===== src/rtl/bus_dma_engine_pkg.sv =====
// Shared bus constants, FSM state encoding and address helper for the block-copy DMA engine.
package bus_dma_engine_pkg;

   localparam int          BUS_AW         = 32;
   localparam int          BUS_DW         = 32;
   localparam logic [31:0] BUS_WORD_MASK  = 32'hFFFF_FFFC;
   localparam logic [31:0] BUS_WORD_BYTES = 32'd4;

   typedef enum logic [1:0] {
      ST_IDLE  = 2'd0,
      ST_READ  = 2'd1,
      ST_WRITE = 2'd2,
      ST_FIN   = 2'd3
   } dma_state_e;

   function automatic logic [BUS_AW-1:0] word_align(input logic [BUS_AW-1:0] addr);
      return addr & BUS_WORD_MASK;
   endfunction

endpackage


===== src/rtl/bus_dma_engine_if.sv =====
// Single-word shared bus: the initiator drives address/data/strobes, the responder returns data and ready.
interface bus_dma_engine_if;
   import bus_dma_engine_pkg::*;

   logic [BUS_AW-1:0] bus_addr;
   logic [BUS_DW-1:0] bus_wdata;
   logic              bus_rd;
   logic              bus_wr;
   logic [BUS_DW-1:0] bus_rdata;
   logic              bus_ready;

   modport master (
      output bus_addr, bus_wdata, bus_rd, bus_wr,
      input  bus_rdata, bus_ready
   );

   modport slave (
      input  bus_addr, bus_wdata, bus_rd, bus_wr,
      output bus_rdata, bus_ready
   );

endinterface


===== src/rtl/bus_dma_engine_watchdog.sv =====
// Per-transaction watchdog: counts enabled cycles since the last clear and flags the TIMEOUT-th one.
// TIMEOUT = 0 disables expiry; the counter saturates so it never wraps into a false expiry.
module bus_watchdog #(
   parameter int TIMEOUT = 255
) (
   input  logic clk_i,
   input  logic nrst_i,
   input  logic clr_i,
   input  logic en_i,
   output logic expire_o
);

   localparam int            CW    = (TIMEOUT < 2) ? 1 : $clog2(TIMEOUT + 1);
   localparam logic [CW-1:0] LIMIT = CW'((TIMEOUT == 0) ? 0 : TIMEOUT - 1);

   logic [CW-1:0] cnt_q, cnt_d;

   always_comb begin
      cnt_d = cnt_q;
      if (clr_i) begin
         cnt_d = '0;
      end else if (en_i && (cnt_q != LIMIT)) begin
         cnt_d = cnt_q + CW'(1);
      end
   end

   always_ff @(posedge clk_i or negedge nrst_i) begin
      if (!nrst_i) begin
         cnt_q <= '0;
      end else begin
         cnt_q <= cnt_d;
      end
   end

   assign expire_o = (TIMEOUT != 0) && en_i && (cnt_q == LIMIT);

endmodule


===== src/rtl/bus_dma_engine.sv =====
// Word-at-a-time block copy from src to dst over the shared single-word bus, one read then one write per word.
// Zero-wait latency is 3 cycles per word plus one cycle in and one FIN cycle; a stalled bus aborts after TIMEOUT cycles.
module bus_dma_engine
   import bus_dma_engine_pkg::*;
#(
   parameter int CNT_W   = 16,
   parameter int TIMEOUT = 255
) (
   input  logic                  clk_i,
   input  logic                  nrst_i,
   input  logic                  start_i,
   input  logic [BUS_AW-1:0]     src_addr_i,
   input  logic [BUS_AW-1:0]     dst_addr_i,
   input  logic [CNT_W-1:0]      nwords_i,
   output logic                  busy_o,
   output logic                  done_o,
   output logic                  err_o,
   output logic [CNT_W-1:0]      words_done_o,
   bus_dma_engine_if.master      bus
);

   dma_state_e        state_q, state_d;
   logic [BUS_AW-1:0] src_q, src_d;
   logic [BUS_AW-1:0] dst_q, dst_d;
   logic [CNT_W-1:0]  nwords_q, nwords_d;
   logic [CNT_W-1:0]  wdone_q, wdone_d;
   logic              err_q, err_d;
   logic              first_q, first_d;
   logic [BUS_AW-1:0] addr_q, addr_d;
   logic [BUS_DW-1:0] wdata_q, wdata_d;
   logic              rd_q, rd_d;
   logic              wr_q, wr_d;
   logic              wd_clr, wd_en, wd_expire;

   always_comb begin
      state_d  = state_q;
      src_d    = src_q;
      dst_d    = dst_q;
      nwords_d = nwords_q;
      wdone_d  = wdone_q;
      err_d    = err_q;
      first_d  = 1'b0;
      addr_d   = addr_q;
      wdata_d  = wdata_q;
      rd_d     = 1'b0;
      wr_d     = 1'b0;

      unique case (state_q)
         ST_IDLE: begin
            if (start_i) begin
               src_d    = word_align(src_addr_i);
               dst_d    = word_align(dst_addr_i);
               nwords_d = nwords_i;
               wdone_d  = '0;
               err_d    = 1'b0;
               if (nwords_i == '0) begin
                  state_d = ST_FIN;
               end else begin
                  state_d = ST_READ;
                  addr_d  = word_align(src_addr_i);
                  rd_d    = 1'b1;
                  first_d = 1'b1;
               end
            end
         end

         // The responder's read data is registered, so an ack in the first read cycle carries stale data.
         ST_READ: begin
            if (!first_q && bus.bus_ready) begin
               state_d = ST_WRITE;
               addr_d  = dst_q;
               wdata_d = bus.bus_rdata;
               wr_d    = 1'b1;
            end else if (wd_expire) begin
               state_d = ST_FIN;
               err_d   = 1'b1;
            end else begin
               rd_d = 1'b1;
            end
         end

         ST_WRITE: begin
            if (bus.bus_ready) begin
               wdone_d = wdone_q + CNT_W'(1);
               src_d   = src_q + BUS_WORD_BYTES;
               dst_d   = dst_q + BUS_WORD_BYTES;
               if (wdone_q + CNT_W'(1) == nwords_q) begin
                  state_d = ST_FIN;
               end else begin
                  state_d = ST_READ;
                  addr_d  = src_q + BUS_WORD_BYTES;
                  rd_d    = 1'b1;
                  first_d = 1'b1;
               end
            end else if (wd_expire) begin
               state_d = ST_FIN;
               err_d   = 1'b1;
            end else begin
               wr_d = 1'b1;
            end
         end

         ST_FIN: begin
            state_d = ST_IDLE;
         end

         default: begin
            state_d = ST_IDLE;
         end
      endcase
   end

   always_ff @(posedge clk_i or negedge nrst_i) begin
      if (!nrst_i) begin
         state_q  <= ST_IDLE;
         src_q    <= '0;
         dst_q    <= '0;
         nwords_q <= '0;
         wdone_q  <= '0;
         err_q    <= 1'b0;
         first_q  <= 1'b0;
         addr_q   <= '0;
         wdata_q  <= '0;
         rd_q     <= 1'b0;
         wr_q     <= 1'b0;
      end else begin
         state_q  <= state_d;
         src_q    <= src_d;
         dst_q    <= dst_d;
         nwords_q <= nwords_d;
         wdone_q  <= wdone_d;
         err_q    <= err_d;
         first_q  <= first_d;
         addr_q   <= addr_d;
         wdata_q  <= wdata_d;
         rd_q     <= rd_d;
         wr_q     <= wr_d;
      end
   end

   // Every entry into READ or WRITE is a state change, so that alone restarts the transaction timer.
   assign wd_clr = (state_d != state_q) && ((state_d == ST_READ) || (state_d == ST_WRITE));
   assign wd_en  = (state_q == ST_READ) || (state_q == ST_WRITE);

   bus_watchdog #(
      .TIMEOUT (TIMEOUT)
   ) u_watchdog (
      .clk_i    (clk_i),
      .nrst_i   (nrst_i),
      .clr_i    (wd_clr),
      .en_i     (wd_en),
      .expire_o (wd_expire)
   );

   assign bus.bus_addr  = addr_q;
   assign bus.bus_wdata = wdata_q;
   assign bus.bus_rd    = rd_q;
   assign bus.bus_wr    = wr_q;

   assign busy_o       = wd_en;
   assign done_o       = (state_q == ST_FIN);
   assign err_o        = err_q;
   assign words_done_o = wdone_q;

endmodule


===== src/flat_wrapper.sv =====
// flat-port wrapper written by rule: the top's interface ports become plain ports
module bus_dma_engine_flat import bus_dma_engine_pkg::*;
#(
   parameter int CNT_W   = 16,
   parameter int TIMEOUT = 255
)
  (clk_i, nrst_i, start_i, src_addr_i, dst_addr_i, nwords_i, busy_o, done_o, err_o, words_done_o, bus_bus_addr, bus_bus_wdata, bus_bus_rd, bus_bus_wr, bus_bus_rdata, bus_bus_ready);
  bus_dma_engine_if bus_i ();
  input  logic clk_i;
  input  logic nrst_i;
  input  logic start_i;
  input  logic [BUS_AW-1:0] src_addr_i;
  input  logic [BUS_AW-1:0] dst_addr_i;
  input  logic [CNT_W-1:0] nwords_i;
  output logic busy_o;
  output logic done_o;
  output logic err_o;
  output logic [CNT_W-1:0] words_done_o;
  output wire logic [$bits(bus_i.bus_addr)-1:0] bus_bus_addr;
  output wire logic [$bits(bus_i.bus_wdata)-1:0] bus_bus_wdata;
  output wire logic [$bits(bus_i.bus_rd)-1:0] bus_bus_rd;
  output wire logic [$bits(bus_i.bus_wr)-1:0] bus_bus_wr;
  input wire logic [$bits(bus_i.bus_rdata)-1:0] bus_bus_rdata;
  input wire logic [$bits(bus_i.bus_ready)-1:0] bus_bus_ready;
  assign bus_bus_addr = bus_i.bus_addr;
  assign bus_bus_wdata = bus_i.bus_wdata;
  assign bus_bus_rd = bus_i.bus_rd;
  assign bus_bus_wr = bus_i.bus_wr;
  assign bus_i.bus_rdata = bus_bus_rdata;
  assign bus_i.bus_ready = bus_bus_ready;
  bus_dma_engine #(.CNT_W(CNT_W), .TIMEOUT(TIMEOUT)) u_core (.clk_i(clk_i), .nrst_i(nrst_i), .start_i(start_i), .src_addr_i(src_addr_i), .dst_addr_i(dst_addr_i), .nwords_i(nwords_i), .busy_o(busy_o), .done_o(done_o), .err_o(err_o), .words_done_o(words_done_o), .bus(bus_i));
endmodule

===== config.mk =====
export PLATFORM = sky130hd
export DESIGN_NAME = bus_dma_engine_flat
export DESIGN_NICKNAME = d
export VERILOG_FILES = /design/src/rtl/bus_dma_engine_pkg.sv /design/src/rtl/bus_dma_engine_if.sv /design/src/rtl/bus_dma_engine_watchdog.sv /design/src/rtl/bus_dma_engine.sv /design/src/flat_wrapper.sv
export SDC_FILE = /design/constraint.sdc
export NUM_CORES = 1
export LEC_CHECK = 0
export CORE_UTILIZATION = 50
export CTS_CLUSTER_DIAMETER = 80
export CTS_CLUSTER_SIZE = 12
export DETAILED_ROUTE_END_ITERATION = 6
export MAX_ROUTING_LAYER = met4
export PLACE_DENSITY = 0.78
export SYNTH_ARGS = -nofsm -noshare
export SYNTH_HDL_FRONTEND = slang
export SYNTH_HIERARCHICAL = 1
export SYNTH_SLANG_ARGS = --single-unit

===== constraint.sdc =====
create_clock -name clk_i -period 6.25 [get_ports clk_i]
set_clock_uncertainty 0.15 [all_clocks]
set_input_delay 1.25 -clock clk_i [delete_from_list [all_inputs] [get_ports clk_i]]
set_output_delay 1.25 -clock clk_i [all_outputs]
set_load 0.05 [all_outputs]

Word level (Yosys, flattened, before mapping)
Cells that the tools add are included.
- reduce and logical (&&, ||, !) cells: 17
- add/subtract/negate cells: 4
- mux-type cells: 40
- equal/unequal tests: 16
- operator list (kind ; count):
    2-to-1 mux 32 bit ; 9
    one-hot mux 32 bit (2 select lines) ; 2
    one-hot mux 32 bit (3 select lines) ; 1
    adder 32 x 3 -> 32 bit (second input constant) ; 2
    2-to-1 mux 16 bit ; 2
    one-hot mux 16 bit (2 select lines) ; 1
    adder 16 x 1 -> 16 bit (second input constant) ; 1
    equality test 16 bit ; 1
    zero test 16 bit ; 1
    2-to-1 mux 8 bit ; 2
    2-to-1 mux 1 bit ; 12
    2-to-1 mux 2 bit ; 6
    inequality test 2 bit (second input constant) ; 6
    adder 8 x 1 -> 8 bit (second input constant) ; 1
    equality test 8 bit (second input constant) ; 1
    inequality test 8 bit (second input constant) ; 1
    one-hot mux 2 bit (4 select lines) ; 1
    equality test 2 bit (second input constant) ; 3
    one-hot mux 1 bit (3 select lines) ; 2
    AND reduction 6 bit ; 1
    equality test 2 x 1 -> 1 bit (second input constant) ; 2
    logical AND 1 bit ; 4
    one-hot mux 1 bit (2 select lines) ; 2
    AND reduction 2 bit ; 2
    other kinds (9) ; 11
- output and inout bits: 85
- logic and storage cells: 89
- register bits: 174

Logic depth before layout (Yosys ltp)
- word-level depth: 10
- gate-level depth with buffers: 14
- depth with buffers taken out: 13

Modules after synthesis
Netlist, hierarchy kept.
- modules (own cells, without submodules) (module ; instances ; area each (µm²) ; cells each):
    bus_dma_engine ; 1 ; 9212.6 ; 974
    bus_watchdog ; 1 ; 499.2 ; 47

Worst setup path before layout
Ideal clock, no wire load.
- path type: reg-to-reg
- from: register u_core.state_q[0]
- to: register u_core.u_watchdog.cnt_q[4]
- clock period less this slack: 3173 ps
- required time: 5972 ps
- library setup time: 128 ps
- arrival time: 2895 ps
- stages on the path, launching flop included: 13
- path slack: 3077 ps
- cell sequence: dfrtp_1 inv_1 ha_1 and3_2 or2_2 nand2b_1 a221oi_1 inv_1 nor2_1 a221o_1 buf_2 nor2_1 mux2_1
- longest elaborated chain between the ends: 10
- elaborated cells on any way between the ends: 19
- ends and longest elaborated chain (item ; line ; RTL):
    from (decl) ; bus_dma_engine.sv:22 ; dma_state_e state_q, state_d;
    from (signal assigned) ; bus_dma_engine.sv:127 ; state_q <= state_d;
    equality test 2 x 1 -> 1 bit or equality test 2 bit (tied branches) ; bus_dma_engine.sv:143 ; assign wd_en = (state_q == ST_READ) || (state_q == ST_WRITE);
    logical OR 1 bit * ; bus_dma_engine.sv:143 ;
    via busy_o ; flat_wrapper.sv:15 ; output logic busy_o;
    logical AND 1 bit * ; bus_dma_engine_watchdog.sv:35 ; assign expire_o = (TIMEOUT != 0) && en_i && (cnt_q == LIMIT);
    via u_core.wd_expire ; bus_dma_engine.sv:33 ; logic wd_clr, wd_en, wd_expire;
    2-to-1 mux 2 bit * ; bus_dma_engine.sv:74, bus_dma_engine.sv:95 ;
    2-to-1 mux 2 bit, on equally long branches ; bus_dma_engine.sv:83, bus_dma_engine.sv:69 ;
    one-hot mux 2 bit (4 select lines) * ; bus_dma_engine.sv:48 ; unique case (state_q)
    equality test 2 x 1 -> 1 bit or equality test 2 bit (tied branches) ; bus_dma_engine.sv:142 ; assign wd_clr = (state_d != state_q) && ((state_d == ST_READ) || (state_d == ST_WRITE));
    logical OR 1 bit ; bus_dma_engine.sv:142 ;
    logical AND 1 bit * ; bus_dma_engine.sv:142 ;
    via u_core.wd_clr ; bus_dma_engine.sv:33 ;
    2-to-1 mux 8 bit or nonzero test 2 bit (tied branches) ; - ;
    to (signal assigned) ; bus_dma_engine_watchdog.sv:31 ; cnt_q <= cnt_d;
    to (decl) ; bus_dma_engine_watchdog.sv:16 ; logic [CW-1:0] cnt_q, cnt_d;
The timed path passes the listed nets; every way through them passes the cells marked *.
A chain may end at the register's enable or synchronous reset.

Worst setup path in the final report
- from: register u_core.state_q[1]
- to: output busy_o
- longest elaborated chain between the ends: 2
- elaborated cells on any way between the ends: 3
- ends and longest elaborated chain (item ; line):
    equality test 2 x 1 -> 1 bit or equality test 2 bit (tied branches) ; bus_dma_engine.sv:143
    logical OR 1 bit * ; bus_dma_engine.sv:143
    to (decl) ; flat_wrapper.sv:15
Every way passes the cells marked *; elsewhere a longest branch is shown, timed or not.

==> metrics.log <==
[metrics] run status: finished, final reports clean
[metrics] data required time of the worst path: just under 5 ns
[metrics] number of nets still failing antenna checks after routing: 0
[metrics] wire length of the first global-routing pass: 41200 um
[metrics] Post-Synthesis Cells: roughly 1000
[metrics] number of max-slew violations in the final report: 0
[metrics] number of fill cells in the layout: roughly 1500
[metrics] standard-cell rows: 50
[metrics] worst slew margin relative to its limit: between 20% and 30%
[metrics] Final Critical Period: between 4 and 5 ns
[metrics] initial core utilization: between 50% and 60%
[metrics] Top Metal Used: met4
[metrics] Overall Global Routing Usage: between 20% and 30%
[metrics] core footprint: around 19000 um^2
[metrics] DR WL met2: approximately 12000 um
[metrics] layout overhead on the synthesized area: 27.7%
[metrics] critical path fanouts, max: slightly above 60
[metrics] number of synthesized register bits: roughly 170
[metrics] total congestion overflow after global routing: 0
[metrics] number of post-CTS setup repair buffers: 0
[metrics] Root Buffer Master: clkbuf_16
[metrics] accumulated negative setup slack: 0 ns
[metrics] Worst EP arrival: 2.79 ns
[metrics] antenna violations before repair: 0
[metrics] pin slew with the least headroom to its limit: 1.09 ns
[metrics] number of global-route vias before repair: between 8000 and 9000
[metrics] CP startpoint kind: flop
[metrics] areal power density over the cells: slightly below 600 nW/um^2
[metrics] final routed DRC violation total: 0
[metrics] deepest level of the CTS H-tree: 4
[metrics] area enclosed by the die boundary: around 20000 um^2
[metrics] ratio of final minimum period to clock period: around 67%
[metrics] clock transition at the registers of the reported paths: roughly 0.07 ns
[metrics] ys flop type: dfrtp_1
[metrics] peak supply drop: ~370 uV
[metrics] worst setup timing slack at the placement stage: 1.79 ns
[metrics] Static Leak: 5.04 nW
[metrics] Die Height: 141 um
[metrics] routed via count divided by cell count: 5.89
[metrics] clock buffer depth: 2
[metrics] IO Pins: approximately 200
[metrics] maximum frequency from static timing analysis: approximately 0.24 GHz
[metrics] Gates resized, CTS repair: 0
[metrics] category of the critical setup timing path: reg -> out
[metrics] clock net sink count: around 170
[metrics] DR vias: 8539
[metrics] cts bufs inserted: 17
[metrics] number of max-cap violations: 0
[metrics] final routed wirelength across all metal layers: about 26000 um
[metrics] die width: about 140 um
[metrics] count of input and output buffers: a little under 200
[metrics] setup repair after global routing missed its margin: no
[metrics] number of warnings reported in the yosys synthesis log: 6
[metrics] sequential element share of the synthesized area: roughly 44%
[metrics] HPWL after detailed placement: about 17000 um
[metrics] violation count after the first detailed-route iteration: 698
[metrics] Critical Path Sink Type: output port
[metrics] post-detailed-route wirelength per cell: between 15 and 20 um
[metrics] async set-or-reset flop fraction in the synthesized netlist: between 90% and 100%
[metrics] routed metal-1 wirelength: 11300 um
[metrics] Net Count, Synth: 1146
[metrics] Layout Nets: between 1000 and 1500
[metrics] placer congestion estimate: approximately 0.86
[metrics] Pre-Repair DR Iteration Count: 5
[metrics] ratio of cells with drive above 1 in the final layout: about 13%
[metrics] detailed route wirelength on metal3: about 1800 um
[metrics] Post-synth EDFFs: 0
[metrics] CTS tree: yes
[metrics] mean post-synth cell area: 9.51 um^2
[metrics] insertion delay of the later-clocked pin in the worst-skew pair: about 0.43 ns
[metrics] post-layout total power: roughly 7.3 mW
[metrics] Hold WC Path Type: reg -> reg
[metrics] Hold Buf Count CTS: 0
[metrics] count of endpoints failing setup in the final report: 0
[metrics] maximum number of pins on one net before global-route repair: 84
[metrics] Setup WS post-layout: roughly 2.1 ns
[metrics] distinct cell type count after synthesis: between 70 and 80
[metrics] Inserted Diodes: 0
[metrics] synthesized cell area: 9710 um^2
[metrics] final-report hold violation count: 0
## metal layers
| layer | track usage, % | vias up |
|---|---|---|
| met2 | 43.0 | 325 |
| li1 | - | 4044 |
| met3 | 4.72 | 33 |
| met5 | - | - |
| met1 | 35.3 | 4137 |
| met4 | 7.24 | 0 |
## per-stage QoR
stage / hold WS, ns / area, um^2 / util (%) / instances
final: 0.350 / 12400 / 65.7 / 1449
after global routing: 0.362 / 12400 / 65.7 / 1449
after CTS: 0.353 / 12400 / 65.7 / 1449
after detailed placement: 0.332 / 11800 / 62.4 / 1417
after global placement: 0.323 / 11800 / 62.4 / 1417
after floorplan: 0.340 / 9710 / - / 1021
## flip-flops by register name, summed over array words and instances (netlist names)
register / count
u_core/nwords_q: 16
u_core/bus.bus_wr: 1
u_core/bus.bus_rd: 1
u_core/dst_q: 30
u_core/err_o: 1
u_core/first_q: 1
u_core/words_done_o: 16
u_core/src_q: 30
u_core/bus.bus_addr: 31
u_core/bus.bus_wdata: 32
u_core/u_watchdog/cnt_q: 8
u_core/state_q: 2
## layout by cell type, fill, tap and decap left out, types with 21 or more instances in the layout
master	count
a21oi_1	92
a31oi_1	21
clkdlybuf4s50_1	195
dfrtp_1	169
mux2_2	51
mux2_4	27
nand2_1	87
nand3_1	45
nor2_1	90
o21ai_0	60
o22ai_1	41
xnor2_1	27
## area by class of cell
class | count | area (um^2) | area share (%)
tap | 260 | 325 | 2.62
clock buffer | 17 | 425 | 3.43
inverter | 20 | 75.1 | 0.605
clock inverter | 15 | 191 | 1.54
sequential | 169 | 4230 | 34.1
multi-input combinational | 762 | 5120 | 41.3
timing repair buffer | 206 | 2040 | 16.4
## cell families (layout without fill, tap and decap cells)
logic type / Yosys count / after routing / share of synthesized area [%]
mux: 100 / 100 / 12.4
compound gates: 279 / 279 / 17.5
xor+xnor: 47 / 47 / 4.24
buf+inv: 90 / 258 / 3.94
flops: 169 / 169 / 43.5
fa+ha+maj: 9 / 9 / 1.16
simple gates: 327 / 327 / 17.3
## critical path, stage by stage, from the launching register on
cell and delay (ns):
dfrtp_1 0.47, inv_1 0.12, ha_2 0.32, buf_4 0.49, clkdlybuf4s50_1 0.94
## synth_stat cells (3+ instances only)
cell,n,area share [%]
buf_6,4,0.46
dfrtp_1,169,44
o21ai_0,60,3.1
a21oi_1,92,4.7
and4_1,8,0.72
nor3_2,5,0.52
buf_1,7,0.27
nor2b_1,6,0.39
a221oi_1,11,0.99
a221o_1,5,0.52
ha_1,9,1.2
nor4_1,6,0.39
a211oi_1,3,0.23
a22oi_1,13,1.0
mux2_2,51,5.9
o31ai_1,3,0.23
o21ai_1,3,0.15
nor2_1,90,3.5
nand2b_1,4,0.26
xor2_1,20,1.8
mux2_4,27,4.2
o221ai_1,5,0.45
o22ai_1,41,2.6
nor3_1,7,0.36
nand4_1,19,1.2
xnor2_1,27,2.4
and3_1,19,1.2
mux2i_1,20,2.1
nand2_1,87,3.4
buf_2,9,0.46
nand3_1,45,2.3
inv_1,19,0.73
clkbuf_1,49,1.9
a22o_1,5,0.45
or3_1,4,0.26
a31oi_1,21,1.4
o211ai_1,5,0.39
## power breakdown
part           leakage (nW)  switching, mW  internal [mW]
registers              2.04          0.495           1.61
logic                  2.70           2.45           1.67
clock network         0.297          0.472          0.638
## path summary, 6_finish.rpt
check / from / end / slack [ns] / cells past startpoint
worst max-delay path: u_core/state_q[1]$_DFF_PN0_ / busy_o / 2.06 / 4
worst min-delay path: u_core/bus.bus_addr[2]$_DFFE_PN0P_ / u_core/bus.bus_addr[2]$_DFFE_PN0P_ / 0.35 / 1
worst max register to register: u_core/state_q[1]$_DFF_PN0_ / u_core/bus.bus_addr[31]$_DFFE_PN0P_ / 2.29 / 9
worst min register to register: u_core/bus.bus_addr[2]$_DFFE_PN0P_ / u_core/bus.bus_addr[2]$_DFFE_PN0P_ / 0.35 / 1
max in group asynchronous: nrst_i / u_core/bus.bus_wdata[14]$_DFFE_PN0P_ / 4.13 / 2
min in group asynchronous: nrst_i / u_core/bus.bus_addr[1]$_DFFE_PN0P_ / 0.67 / 1
Power figures use the tool's default switching activity.
==> RTL change, RTL diff (config.mk and constraints unchanged) <==
`CNT_W` is set to 16 in 2 places; all go to 12.
--- a/src/rtl/bus_dma_engine.sv
+++ b/src/rtl/bus_dma_engine.sv
@@ -4,5 +4,5 @@
    import bus_dma_engine_pkg::*;
 #(
-   parameter int CNT_W   = 16,
+   parameter int CNT_W   = 12,
    parameter int TIMEOUT = 255
 ) (
--- a/src/flat_wrapper.sv
+++ b/src/flat_wrapper.sv
@@ -2,5 +2,5 @@
 module bus_dma_engine_flat import bus_dma_engine_pkg::*;
 #(
-   parameter int CNT_W   = 16,
+   parameter int CNT_W   = 12,
    parameter int TIMEOUT = 255
 )
Interface: changed (resized nwords_i and words_done_o); port bits go from 201 to 193. The function was not compared with the original's and may differ.
==> RTL change against the original RTL <==
- synthesized area fell by 5.2%
- worst setup slack better by 0.047 ns
- critical path type is now in -> reg
- final area decreased by 5.4%
- synthesized cell count decreased by 7.0%
- largest cell class unchanged
- maximum frequency rose by 1.1%
- via count shrank 5.3%
- routed wire length fell by 3.3%
- largest power group unchanged
- power down 2.2%
- clock power fell by 6%
- non-clock buffer count fell by 9
- sequential cell count fell by 8
==> RTL change: results (changes against the original RTL) <==
Routing
  • Met1 Wirelength: 10.4 mm (-7.2%)
  • Via count: 8,083 (-5.3%)
  • WL final: 24.8 mm (-3.3%)
  • Metal2 WL: 12.1 mm (-1.7%)
  • Iter 0 DRT Violations: 627 (-10%)
  • Wire length on met3: 1.61 mm (-11%)

Outcome
  • Outcome: complete, no violations

Layout
  • Fillers: 1,476 (-2.8%)
  • Layout cells sized above 1: 13.1% (+0.55 points)
  • Final #Nets: 1,224 (-5.9%)
  • Non-filler instance count after layout: 1,345 (-7.2%)

Synth
  • Synth top cells by count: dfrtp_1 (161), a21oi_1 (88), nand2_1 (70)
  • Adder-cell share of the synthesized area: 1.22% (+0.064 points)
  • Synth unique cells: 72 (+1.4%)
  • Ys Warns: 6 (unchanged)
  • Compound-Gate Fraction of Synth Area: 17.7% (+0.21 points)
  • Post-synth top flop: dfrtp_1
  • Synth Area in XOR/XNOR: 4.17% (-0.065 points)
  • Register area share after synthesis: 43.8% (+0.23 points)
  • Syn Inst Count: 950 (-7.0%)
  • Post-Synthesis Net Count: 1,071 (-6.5%)
  • Multiplexer share of the synthesized area: 12.7% (+0.36 points)
  • Synth area leaders: dfrtp_1 (44%), mux2_2 (5.9%), a21oi_1 (4.8%), mux2_4 (4.6%), o22ai_1 (3.3%)

Timing
  • Final Hold Fails: 0 (unchanged)
  • Setup slack after layout: 2.11 ns (+0.0465 ns)
  • Hold WS: 0.356 ns (+0.00575 ns)
  • Worst-margin pin slew: 1.10 ns (+0.0142 ns)

GRT
  • First-pass GRT wire length: 39.3 mm (-4.6%)
  • Initial antenna violation count: 0 (unchanged)
  • Largest net degree at the start of global routing: 103 (+23%)
  • Gr usage total: 27.6% (+0.67 points)
  • Vias in the first global route: 7,957 (-2.7%)

Setup path
  • End point of the critical path: u_core/bus.bus_addr[31]
  • Critical path origin: start_i
  • Worst R2R Start: u_core/state_q[1]
  • R2R depth: 12 (+3)
  • Crit path kind: in -> reg
  • R2R setup slack: 2.44 ns (+0.15 ns)
  • WP data arrival: 4.31 ns (+1.52 ns)
  • Worst r2r dst: u_core/u_watchdog/cnt_q[4]
  • CP max stage delay: 0.86 ns (-0.08 ns)
  • CP max FO: 21 (-66%)
  • Cell family with most CP delay: compound AO/OA/AOI/OAI gates
  • Max stage delay cell, worst path: a21oi_4

Clock tree
  • TritonCTS Buffers: 17 (unchanged)
  • Clk_lat worst skew: 0.43 ns (about the same)

Power and ir drop
  • P_leak: 4.81 nW (-4.5%)
  • Peak supply drop: 0.373 mV (+0.22%)
  • Sw Ratio: 47.9% (+1.4 points)

Worst hold path
  • Hold Path Origin: u_core/bus.bus_wdata[16]
  • Hold EP: u_core/bus.bus_wdata[16]
  • Hold Path Class: reg -> reg

Placed design
  • Pre-CTS setup slack: 1.73 ns (-0.0555 ns)
  • Port Buf Inserts: 188 (-4.1%)
  • Placed Instance Area: 11,200 um^2 (-5.3%)
  • Hpwl dp: 17.0 mm (-2.7%)
  • RD Place Congestion: 0.880 (+2.1%)
RTL change: power groups by stage:
stage / logic, mW / clock network (mW) / registers [mW]
global placement: 3.96 / 0 / 2.03
floorplan: 2.32 / 0 / 2.64
global route: 4.40 / 1.09 / 2.12
finish: 4.08 / 1.04 / 2.05
detailed placement: 4.05 / 0 / 2.05
CTS: 4.07 / 1.06 / 2.04
RTL change: cell type report:
cell class | count | area, um^2 | area share (%)
multi-input combinational | 709 | 4830 | 41.1
sequential | 161 | 4030 | 34.3
timing repair buffer | 197 | 1950 | 16.6
clock buffer | 17 | 425 | 3.62
tap | 229 | 287 | 2.44
clock inverter | 15 | 156 | 1.33
inverter | 17 | 63.8 | 0.544
RTL change: layer usage:
metal | global-route usage [%] | up-vias
li1 | - | 3829
met3 | 5.59 | 47
met2 | 44.0 | 305
met1 | 34.1 | 3902
met5 | - | -
met4 | 11.2 | 0
